## src/rtl/mvu_apb_csr_if.sv

```systemverilog
// APB completer bus bundle for the MVU CSR block.
interface mvu_apb_csr_if;
   logic        psel;
   logic        penable;
   logic        pwrite;
   logic [14:0] paddr;
   logic [31:0] pwdata;
   logic [3:0]  pstrb;
   logic [31:0] prdata;
   logic        pready;
   logic        pslverr;

   modport master (
      output psel, penable, pwrite, paddr, pwdata, pstrb,
      input  prdata, pready, pslverr
   );

   modport slave (
      input  psel, penable, pwrite, paddr, pwdata, pstrb,
      output prdata, pready, pslverr
   );
endinterface

```

## src/rtl/mvu_apb_csr.sv

```systemverilog
// MVU control/status register block behind an APB completer.
// Each transfer runs IDLE -> WAIT -> RESP; the request is latched on acceptance
// so a master that drops psel early still gets its transfer completed.
module mvu_apb_csr #(
   parameter int unsigned MVU_ID = 0
) (
   input  logic        clk,
   input  logic        rst_n,
   mvu_apb_csr_if.slave apb,
   input  logic        mvu_done,
   output logic        start,
   output logic [28:0] cntdwn,
   output logic [8:0]  wbaseptr,
   output logic [14:0] ibaseptr,
   output logic [14:0] obaseptr,
   output logic [5:0]  wprec,
   output logic [5:0]  iprec,
   output logic [5:0]  oprec,
   output logic [4:0]  quant_msbidx,
   output logic [15:0] scaler_b
);

   localparam logic [11:0] A_WBASE  = 12'hf20;
   localparam logic [11:0] A_IBASE  = 12'hf21;
   localparam logic [11:0] A_OBASE  = 12'hf24;
   localparam logic [11:0] A_PREC   = 12'hf53;
   localparam logic [11:0] A_STATUS = 12'hf54;
   localparam logic [11:0] A_CMD    = 12'hf55;
   localparam logic [11:0] A_QMSB   = 12'hf56;
   localparam logic [11:0] A_SCALER = 12'hf57;

   typedef enum logic [1:0] {S_IDLE, S_WAIT, S_RESP} state_e;

   state_e      state_q;
   logic        wr_q;
   logic [14:0] addr_q;
   logic [31:0] wdata_q;
   logic [3:0]  strb_q;

   logic [8:0]  wbase_q;
   logic [14:0] ibase_q;
   logic [14:0] obase_q;
   logic [17:0] prec_q;
   logic [4:0]  qmsb_q;
   logic [15:0] scaler_q;
   logic [28:0] cntdwn_q;
   logic        busy_q, busy_d;
   logic        done_q, done_d;
   logic        start_q;
   logic        pready_q;
   logic        pslverr_q;
   logic [31:0] prdata_q;

   logic [11:0] csr;
   logic        err_d;
   logic [31:0] rdata_d;
   logic        commit;

   assign csr = addr_q[11:0];

   // Decode the latched request into an error flag and read data.
   always_comb begin
      err_d   = 1'b0;
      rdata_d = '0;
      case (csr)
         A_WBASE:  rdata_d = {23'b0, wbase_q};
         A_IBASE:  rdata_d = {17'b0, ibase_q};
         A_OBASE:  rdata_d = {17'b0, obase_q};
         A_PREC:   rdata_d = {14'b0, prec_q};
         A_QMSB:   rdata_d = {27'b0, qmsb_q};
         A_SCALER: rdata_d = {16'b0, scaler_q};
         A_STATUS: begin
            rdata_d = {30'b0, done_q, busy_q};
            if (wr_q) err_d = 1'b1;
         end
         A_CMD:    if (!wr_q || busy_q) err_d = 1'b1;
         default:  err_d = 1'b1;
      endcase
      if (addr_q[14:12] != 3'(MVU_ID)) err_d = 1'b1;
      if (wr_q && strb_q != 4'hF)      err_d = 1'b1;
      if (err_d || wr_q)               rdata_d = '0;
   end

   assign commit = (state_q == S_WAIT) && !err_d;

   // Job status: mvu_done is applied after any commit so a done pulse wins
   // over the read-to-clear of STATUS in the same cycle.
   always_comb begin
      busy_d = busy_q;
      done_d = done_q;
      if (commit && wr_q && csr == A_CMD) begin
         busy_d = 1'b1;
         done_d = 1'b0;
      end else if (commit && !wr_q && csr == A_STATUS) begin
         done_d = 1'b0;
      end
      if (mvu_done && busy_q) begin
         busy_d = 1'b0;
         done_d = 1'b1;
      end
   end

   // Transfer FSM with registered bus response, register commits and start pulse.
   always_ff @(posedge clk or negedge rst_n) begin
      if (!rst_n) begin
         state_q   <= S_IDLE;
         wr_q      <= 1'b0;
         addr_q    <= '0;
         wdata_q   <= '0;
         strb_q    <= '0;
         wbase_q   <= '0;
         ibase_q   <= '0;
         obase_q   <= '0;
         prec_q    <= '0;
         qmsb_q    <= '0;
         scaler_q  <= '0;
         cntdwn_q  <= '0;
         busy_q    <= 1'b0;
         done_q    <= 1'b0;
         start_q   <= 1'b0;
         pready_q  <= 1'b0;
         pslverr_q <= 1'b0;
         prdata_q  <= '0;
      end else begin
         busy_q  <= busy_d;
         done_q  <= done_d;
         start_q <= 1'b0;
         case (state_q)
            S_IDLE: begin
               pready_q  <= 1'b0;
               pslverr_q <= 1'b0;
               prdata_q  <= '0;
               if (apb.psel && apb.penable) begin
                  wr_q    <= apb.pwrite;
                  addr_q  <= apb.paddr;
                  wdata_q <= apb.pwdata;
                  strb_q  <= apb.pstrb;
                  state_q <= S_WAIT;
               end
            end
            S_WAIT: begin
               pready_q  <= 1'b1;
               pslverr_q <= err_d;
               prdata_q  <= rdata_d;
               state_q   <= S_RESP;
               if (commit && wr_q) begin
                  case (csr)
                     A_WBASE:  wbase_q  <= wdata_q[8:0];
                     A_IBASE:  ibase_q  <= wdata_q[14:0];
                     A_OBASE:  obase_q  <= wdata_q[14:0];
                     A_PREC:   prec_q   <= wdata_q[17:0];
                     A_QMSB:   qmsb_q   <= wdata_q[4:0];
                     A_SCALER: scaler_q <= wdata_q[15:0];
                     A_CMD: begin
                        cntdwn_q <= wdata_q[28:0];
                        start_q  <= 1'b1;
                     end
                     default: ;
                  endcase
               end
            end
            S_RESP: begin
               pready_q  <= 1'b0;
               pslverr_q <= 1'b0;
               prdata_q  <= '0;
               state_q   <= S_IDLE;
            end
            default: state_q <= S_IDLE;
         endcase
      end
   end

   assign apb.prdata  = prdata_q;
   assign apb.pready  = pready_q;
   assign apb.pslverr = pslverr_q;
   assign start        = start_q;
   assign cntdwn       = cntdwn_q;
   assign wbaseptr     = wbase_q;
   assign ibaseptr     = ibase_q;
   assign obaseptr     = obase_q;
   assign wprec        = prec_q[5:0];
   assign iprec        = prec_q[11:6];
   assign oprec        = prec_q[17:12];
   assign quant_msbidx = qmsb_q;
   assign scaler_b     = scaler_q;

endmodule

```

## src/flat_wrapper.sv

```systemverilog
// flat-port wrapper written by rule: the top's interface ports become plain ports
module mvu_apb_csr_flat 
#(
   parameter int unsigned MVU_ID = 0
)
  (clk, rst_n, mvu_done, start, cntdwn, wbaseptr, ibaseptr, obaseptr, wprec, iprec, oprec, quant_msbidx, scaler_b, apb_psel, apb_penable, apb_pwrite, apb_paddr, apb_pwdata, apb_pstrb, apb_prdata, apb_pready, apb_pslverr);
  mvu_apb_csr_if apb_i ();
  input  logic clk;
  input  logic rst_n;
  input  logic mvu_done;
  output logic start;
  output logic [28:0] cntdwn;
  output logic [8:0] wbaseptr;
  output logic [14:0] ibaseptr;
  output logic [14:0] obaseptr;
  output logic [5:0] wprec;
  output logic [5:0] iprec;
  output logic [5:0] oprec;
  output logic [4:0] quant_msbidx;
  output logic [15:0] scaler_b;
  input wire logic [$bits(apb_i.psel)-1:0] apb_psel;
  input wire logic [$bits(apb_i.penable)-1:0] apb_penable;
  input wire logic [$bits(apb_i.pwrite)-1:0] apb_pwrite;
  input wire logic [$bits(apb_i.paddr)-1:0] apb_paddr;
  input wire logic [$bits(apb_i.pwdata)-1:0] apb_pwdata;
  input wire logic [$bits(apb_i.pstrb)-1:0] apb_pstrb;
  output wire logic [$bits(apb_i.prdata)-1:0] apb_prdata;
  output wire logic [$bits(apb_i.pready)-1:0] apb_pready;
  output wire logic [$bits(apb_i.pslverr)-1:0] apb_pslverr;
  assign apb_i.psel = apb_psel;
  assign apb_i.penable = apb_penable;
  assign apb_i.pwrite = apb_pwrite;
  assign apb_i.paddr = apb_paddr;
  assign apb_i.pwdata = apb_pwdata;
  assign apb_i.pstrb = apb_pstrb;
  assign apb_prdata = apb_i.prdata;
  assign apb_pready = apb_i.pready;
  assign apb_pslverr = apb_i.pslverr;
  mvu_apb_csr #(.MVU_ID(MVU_ID)) u_core (.clk(clk), .rst_n(rst_n), .apb(apb_i), .mvu_done(mvu_done), .start(start), .cntdwn(cntdwn), .wbaseptr(wbaseptr), .ibaseptr(ibaseptr), .obaseptr(obaseptr), .wprec(wprec), .iprec(iprec), .oprec(oprec), .quant_msbidx(quant_msbidx), .scaler_b(scaler_b));
endmodule
```

## config.mk

```make
export PLATFORM = sky130hd
export DESIGN_NAME = mvu_apb_csr_flat
export DESIGN_NICKNAME = d
export VERILOG_FILES = /design/src/rtl/mvu_apb_csr_if.sv /design/src/rtl/mvu_apb_csr.sv /design/src/flat_wrapper.sv
export SDC_FILE = /design/constraint.sdc
export NUM_CORES = 1
export LEC_CHECK = 0
export CAP_MARGIN = 20
export CORE_MARGIN = 1
export CORE_UTILIZATION = 50
export CTS_BUF_LIST = sky130_fd_sc_hd__clkbuf_2
export DETAILED_ROUTE_END_ITERATION = 8
export PLACE_DENSITY_LB_ADDON = 0.3
export SYNTH_ARGS = -nofsm -noshare
export SYNTH_HDL_FRONTEND = slang
export SYNTH_SLANG_ARGS = --single-unit
```

## constraint.sdc

```tcl
create_clock -name clk -period 3 [get_ports clk]
set_clock_uncertainty 0.2 [all_clocks]
set_input_delay 0.45 -clock clk [delete_from_list [all_inputs] [get_ports clk]]
set_output_delay 0.45 -clock clk [all_outputs]
set_load 0.05 [all_outputs]
```

==> summary.md, run 1 <==
| Metric | Value |
|---|---|
| Slew margin rel. | `53.8%` |
| Placer Congestion | `0.826` |
| Worst VDD drop | `0.407 mV` |
| Area Overhead vs Synth | `30.5%` |
| Placement Setup Slack | `0.348 ns` |
| Vias post-DR | `5532` |
| Endpoint type of the worst setup path | `flip-flop` |
| # fillers | `1121` |
| Global-route wire length before repair | `31000 um` |
| Final WS setup | `0.317 ns` |
| Post-synth top cells | `181 x dfrtp_1, 122 x mux2_2, 114 x nand2_1` |
| Number of antenna violations at the first check in global routing | `1` |
| Slew @ Worst Pin | `0.694 ns` |
| Final setup vio count | `0` |
| FMAX | `0.373 GHz` |
| Global route overflow | `0` |
| Area share of the largest cell type after synthesis | `58.8%` |
| Post-synth top area cell | `dfrtp_1` |
| Clock transition at path regs | `0.23 ns` |
| Core ar. | `14800 sq um` |
| Clk root buf | `clkbuf_2` |
| Clock latency on the worst-skew pair | `0.73 ns` |
| Horizontal die dimension | `126 um` |
| Sequential area share after synthesis | `58.8%` |
| Starting Density | `52.2%` |
| Final hold violations | `0` |
| Max-slew violations | `0` |
| Area contributors post-synth | `dfrtp_1 59%, mux2_2 18%, nand2_1 5.6%, mux2_1 2.5%, mux2_4 1.8%` |
| Vias in the first global route | `5826` |
| Fraction of layout cells with a size suffix above 1 | `24.5%` |
| Synth cell types | `52` |
| Number of max-cap violations | `0` |
| Sw power | `1.20 mW` |
| Comb power frac | `11.7%` |
| Worst Path Required | `3.43 ns` |
| Worst min path class | `input port to flip-flop` |
| Post-CTS Resized | `0` |
| Clock power share | `25.6%` |
| Routed WL | `19500 um` |
| Pwr Density | `440 nW/um^2` |
| DRT Pass-1 Iters | `5` |
| CTS max path bufs | `2` |
| Int Pwr | `3.22 mW` |
| EDFF count, synth | `0` |
| Post-DP HPWL | `13500 um` |
| Sequential group share of total power | `62.7%` |
| Drt wl/cell | `19.7 um` |
| Tcrit/Tclk final | `89.4%` |
| Setup TNS | `0 ns` |
| Final ANT Viol Nets | `0` |
| Cells on worst reg2reg path | `6` |
| Residual DRC | `0` |
| GRT Util Overall | `25.8%` |
| Sw frac | `27.1%` |
| Hold depth | `2` |
| PortBufs | `181` |
| Boundary Pins | `199` |
| H-tree levels | `4` |
| Unrepaired setup endpoints after global routing | `false` |
| Most numerous cell in the Yosys netlist | `dfrtp_1` |
| Clk sink count | `181` |
| Row cnt | `44` |
| Async SR Flop Fraction | `100%` |
| Mean Syn Cell Area | `12.9 sq um` |
| Critical path class | `flip-flop to flip-flop` |
| Ys flop type | `dfrtp_1` |
| CTS tree | `built` |
| Yosys Warn Count | `0` |
| CTS buffer count | `17` |
| Post-Route Utilization | `68.1%` |
| Post-DR vias/cell | `5.60` |
| Die Area | `15900 sq um` |
| Layout net count | `849` |
| Crit start category | `flip-flop` |
| Post-synthesis register bit count | `181` |
| 1st-iter DRT viols | `422` |
| Outcome | `completed` |
| Syn Inst Count | `598` |
| Leak Pwr | `4.64 nW` |
| Post-layout minimum cycle time | `2.68 ns` |
| Max Fanout on Critical Path | `12` |
| Largest net degree at the start of global routing | `73` |
| Mapped Area | `7700 sq um` |
| Die height | `126 um` |
| Crit path DAT | `3.11 ns` |
repair_timing:
item | 4_1_cts | 5_1_grt
buffers inserted | 0 | 0
endpoints found under the hold margin | 184 | 0
hold buffers | 5 | 0
sequential cells by signal, summed over array words and instances, names as in the netlist, 5 cells and up:
register and flops:
u_core.addr_q 15, u_core.apb.prdata 18, u_core.cntdwn 29, u_core.ibaseptr 15, u_core.obaseptr 15, u_core.prec_q 18, u_core.quant_msbidx 5, u_core.scaler_b 16
u_core.wbaseptr 9, u_core.wdata_q 29
worst max-delay path, cell delays in order, from the launching register on:
cell and delay (ns):
dfrtp_1 0.42, nor3_1 0.34, nand3_1 0.21, a21o_1 0.32, or4_1 0.53, buf_4 0.23
mux2_1 0.34
power by group through the flow:
stage	logic (mW)	registers [mW]	clock network, mW
after floorplan	0.341	2.73	0
after global placement	0.491	2.80	0
after detailed placement	0.511	2.81	0
after CTS	0.521	2.77	1.17
after global routing	0.557	2.80	1.25
final	0.516	2.78	1.13
layout by cell type (no fill, tap or decap), drive strengths merged, types with 2 or more instances in the layout:
master	Yosys	routed
a32oi	2	2
and2	3	3
dlygate4sd3	0	4
a22o	5	5
conb	1	14
o21a	2	2
bufinv	0	2
nor3	3	3
a221oi	2	2
nand2	114	114
clkinv	0	6
clkdlybuf4s50	0	180
mux2i	4	4
o21ai	18	18
nor4	8	8
or4b	2	2
dfrtp	181	181
clkbuf	19	22
nand2b	3	3
o2111ai	2	2
nand4	2	2
a22oi	4	4
a21oi	4	4
nor2	4	4
a222oi	8	8
mux2	148	148
buf	30	27
a211oi	2	2
or4	6	6
or3	4	4
or3b	2	2
inv	3	3
cell families (layout without fill, tap and decap cells):
family	count (synthesis)	count (layout)	share of synthesized area [%]
compound gates	54	54	5.04
buf+inv	52	244	3.70
other cells	1	15	0.0487
simple gates	158	158	9.81
flops	181	181	58.8
mux	152	152	22.6
layout make-up:
| class | count | area (sq um) | area share [%] |
|---|---|---|---|
| inverter | 3 | 11.3 | 0.112 |
| timing repair buffer | 211 | 2100 | 20.9 |
| clock buffer | 22 | 110 | 1.10 |
| sequential | 181 | 4530 | 45.1 |
| tap | 184 | 230 | 2.29 |
| clock inverter | 8 | 85.1 | 0.847 |
| multi-input combinational | 378 | 2980 | 29.7 |
| antenna | 1 | 2.50 | 0.0249 |
metrics by stage:
| stage | power, mW | instances | cell area, sq um | hold slack [ns] |
|---|---|---|---|---|
| 2_1_floorplan | 3.07 | 611 | 7750 | -0.0456 |
| 3_3_place_gp | 3.29 | 952 | 9790 | 0.202 |
| 3_5_place_dp | 3.33 | 952 | 9790 | 0.209 |
| 4_1_cts | 4.46 | 987 | 10000 | 0.0218 |
| 5_1_grt | 4.61 | 988 | 10100 | 0.0202 |
| 6_report | 4.42 | 988 | 10100 | 0.102 |
final timing paths:
path	endpoint	slack, ns	startpoint
worst max-delay path	u_core.scaler_b[12]	0.32	u_core.addr_q[13]
worst min-delay path	u_core.wdata_q[22]	0.10	apb_pwdata[22]
worst max register to register	u_core.scaler_b[12]	0.32	u_core.addr_q[13]
worst min register to register	u_core.cntdwn[26]	0.30	u_core.wdata_q[26]
max in group asynchronous	u_core.addr_q[8]	1.62	rst_n
min in group asynchronous	u_core.obaseptr[10]	0.60	rst_n
per-layer routing:
metal	wire [um]	up-vias	share of wire (%)	track usage, %
met4	323	0	1.7	8.72
met1	8170	2836	42	33.4
met3	1330	25	6.8	7.22
met2	9680	206	50	41.9
li1	-	2465	-	-
met5	0	-	0	0
Note: power is estimated with default switching activity, not from simulation.
==> run 2, diff against run 1 <==
Settings changed: PLACE_DENSITY from default to 0.92, PLACE_DENSITY_LB_ADDON 0.3 to default.
==> summary.md, run 2 (synthesis results as in run 1) <==
| Metric | Value |
|---|---|
| Ant diodes | `0 (was 1)` |
| Row cnt | `44 (unchanged)` |
| Tcrit/Tclk final | `92.2% (was 89.4%)` |
| Number of max-cap violations | `0 (unchanged)` |
| Area Overhead vs Synth | `33.0% (was 30.5%)` |
| CTS buffer count | `17 (unchanged)` |
| Fraction of layout cells with a size suffix above 1 | `24.8% (was 24.5%)` |
| DRT Pass-1 Iters | `5 (unchanged)` |
| Global route overflow | `0 (unchanged)` |
| Post-DP HPWL | `13600 um (was 13500 um)` |
| Critical path, cell by cell | `nand4_1, or4_1, or3_1, buf_4, mux2_1 (was nor3_1, nand3_1, a21o_1, or4_1, buf_4, mux2_1)` |
| Critical path depth | `5 (was 6)` |
| Crit path DAT | `3.22 ns (was 3.11 ns)` |
| Max Fanout on Critical Path | `8 (was 12)` |
| Worst Path Required | `3.45 ns (was 3.43 ns)` |
| Boundary Pins | `199 (unchanged)` |
| Slew @ Worst Pin | `0.557 ns (was 0.694 ns)` |
| Die Area | `15900 sq um (unchanged)` |
| Pwr Density | `441 nW/um^2 (was 440 nW/um^2)` |
| Global-route wire length before repair | `30400 um (was 31000 um)` |
| Cells on worst reg2reg path | `5 (was 6)` |
| Setup TNS | `0 ns (unchanged)` |
| Die height | `126 um (unchanged)` |
| Slew margin rel. | `62.7% (was 53.8%)` |
| Post-CTS Resized | `0 (unchanged)` |
| Critical path class | `flip-flop to flip-flop (unchanged)` |
| Unrepaired setup endpoints after global routing | `false (unchanged)` |
| FMAX | `0.361 GHz (was 0.373 GHz)` |
| Post-Route Utilization | `69.4% (was 68.1%)` |
| CTS tree | `built (unchanged)` |
| Vias in the first global route | `5607 (was 5826)` |
| Worst path bufs/invs | `1 (unchanged)` |
| Core ar. | `14800 sq um (unchanged)` |
| Number of antenna violations at the first check in global routing | `0 (was 1)` |
| Worst min path class | `input port to flip-flop (unchanged)` |
| Starting Density | `52.2% (unchanged)` |
| Max-slew violations | `0 (unchanged)` |
| Critical path origin | `u_core.addr_q[11] (was u_core.addr_q[13])` |
| Slowest Stage Delay on Critical Path | `0.71 ns (was 0.53 ns)` |
| 1st-iter DRT viols | `461 (was 422)` |
| Endpoint type of the worst setup path | `flip-flop (unchanged)` |
| Leak Pwr | `4.71 nW (was 4.64 nW)` |
| Drt wl/cell | `19.7 um (about the same)` |
| R2R Path End | `u_core.prec_q[1] (was u_core.scaler_b[12])` |
| Kind of cell adding the most delay to the critical path | `simple AND/OR/NAND/NOR gates (unchanged)` |
| Final WS setup | `0.234 ns (was 0.317 ns)` |
| Outcome | `completed (unchanged)` |
| H-tree levels | `4 (unchanged)` |
| Vias post-DR | `5626 (was 5532)` |
| Largest net degree at the start of global routing | `72 (was 73)` |
| Worst VDD drop | `0.505 mV (was 0.407 mV)` |
| Post-layout minimum cycle time | `2.77 ns (was 2.68 ns)` |
| Final ANT Viol Nets | `0 (unchanged)` |
| Placement Setup Slack | `0.246 ns (was 0.348 ns)` |
| Worst reg2reg setup slack | `0.23 ns (was 0.32 ns)` |
| Clk root buf | `clkbuf_2 (unchanged)` |
| Layout net count | `864 (was 849)` |
| Final hold violations | `0 (unchanged)` |
| Placer Congestion | `0.822 (was 0.826)` |
| Commonest non-fill, non-tap cell in the layout | `dfrtp_1 (unchanged)` |
| Crit start category | `flip-flop (unchanged)` |
| Clk sink count | `181 (unchanged)` |
| Slowest cell on the critical path | `or4_1 (unchanged)` |
| CTS max path bufs | `2 (unchanged)` |
| Post-DR vias/cell | `5.60 (about the same)` |
| Residual DRC | `0 (unchanged)` |
| Crit path to | `u_core.prec_q[1] (was u_core.scaler_b[12])` |
| Worst r2r src | `u_core.addr_q[11] (was u_core.addr_q[13])` |
| Clock transition at path regs | `0.25 ns (was 0.23 ns)` |
| Routed WL | `19800 um (was 19500 um)` |
| Most frequent cells in the layout | `181 x dfrtp_1, 180 x clkdlybuf4s50_1, 122 x mux2_2 (unchanged)` |
| Clock latency on the worst-skew pair | `0.76 ns (was 0.73 ns)` |
| PortBufs | `181 (unchanged)` |
| Final setup vio count | `0 (unchanged)` |
| Horizontal die dimension | `126 um (unchanged)` |
| GRT Util Overall | `25.5% (was 25.8%)` |
[run 2: cell types whose count changed in the layout (fill, tap and decap cells not counted), sizes merged]
cell / previous run / this run
dlygate4sd3: 4 / 16
clkbuf: 22 / 18
clkinvlp: 0 / 4
buf: 27 / 30
clkinv: 6 / 8
diode: 1 / 0
[run 2: repair_timing]
item                      in CTS  in global routing
hold buffers                   4                 13
setup buffers                  0                  0
hold endpoints to repair     184                 14
[run 2: through the flow]
stage | cell area (sq um) | hold slack, ns | instances | total power, mW
global placement | 9830 | 0.249 | 955 | 3.30
finish | 10200 | 0.101 | 1004 | 4.52
global route | 10200 | 0.00385 | 1004 | 4.73
floorplan | 7750 | -0.0456 | 611 | 3.07
CTS | 10100 | 0.0134 | 991 | 4.53
detailed placement | 9830 | 0.257 | 955 | 3.33
[run 2: worst min-delay path by stage]
stage | to | depth (start not counted) | from
floorplan | u_core.addr_q[0] | 0 | rst_n
global placement | u_core.cntdwn[12] | 1 | rst_n
detailed placement | u_core.cntdwn[12] | 1 | rst_n
CTS | u_core.wdata_q[13] | 2 | apb_pwdata[13]
global route | u_core.addr_q[0] | 2 | apb_paddr[0]
finish | u_core.wdata_q[17] | 2 | apb_pwdata[17]
[run 2: worst register-to-register path: stages (launching register included)]
cell,delay [ns]
dfrtp_1,0.41
nand4_1,0.34
or4_1,0.72
or3_1,0.48
buf_4,0.23
mux2_1,0.32
[run 2: area by class of cell]
| type | count | area [sq um] |
|---|---|---|
| fillers | 1048 | 4510 |
| repair buffers | 226 | 2260 |
| clock buffers | 18 | 90.1 |
| well taps | 184 | 230 |
| multi-input cells | 378 | 2980 |
| clock inverters | 14 | 138 |
| inverters | 3 | 11.3 |
| flip-flops and latches | 181 | 4530 |
[run 2: routing by layer]
layer	GRT usage, %	share of wire, %	vias up
met4	8.58	1.9	0
met5	0	0	-
met2	41.0	49	257
met3	7.86	7.4	30
li1	-	-	2505
met1	32.8	42	2834
[run 2: where the power goes]
| group | leakage (nW) | total (mW) | internal [mW] | switching [mW] |
|---|---|---|---|---|
| Clock | 0.128 | 1.21 | 0.375 | 0.838 |
| Combinational | 2.16 | 0.546 | 0.278 | 0.269 |
| Sequential | 2.41 | 2.76 | 2.59 | 0.175 |
| Total | 4.71 | 4.52 | 3.24 | 1.28 |
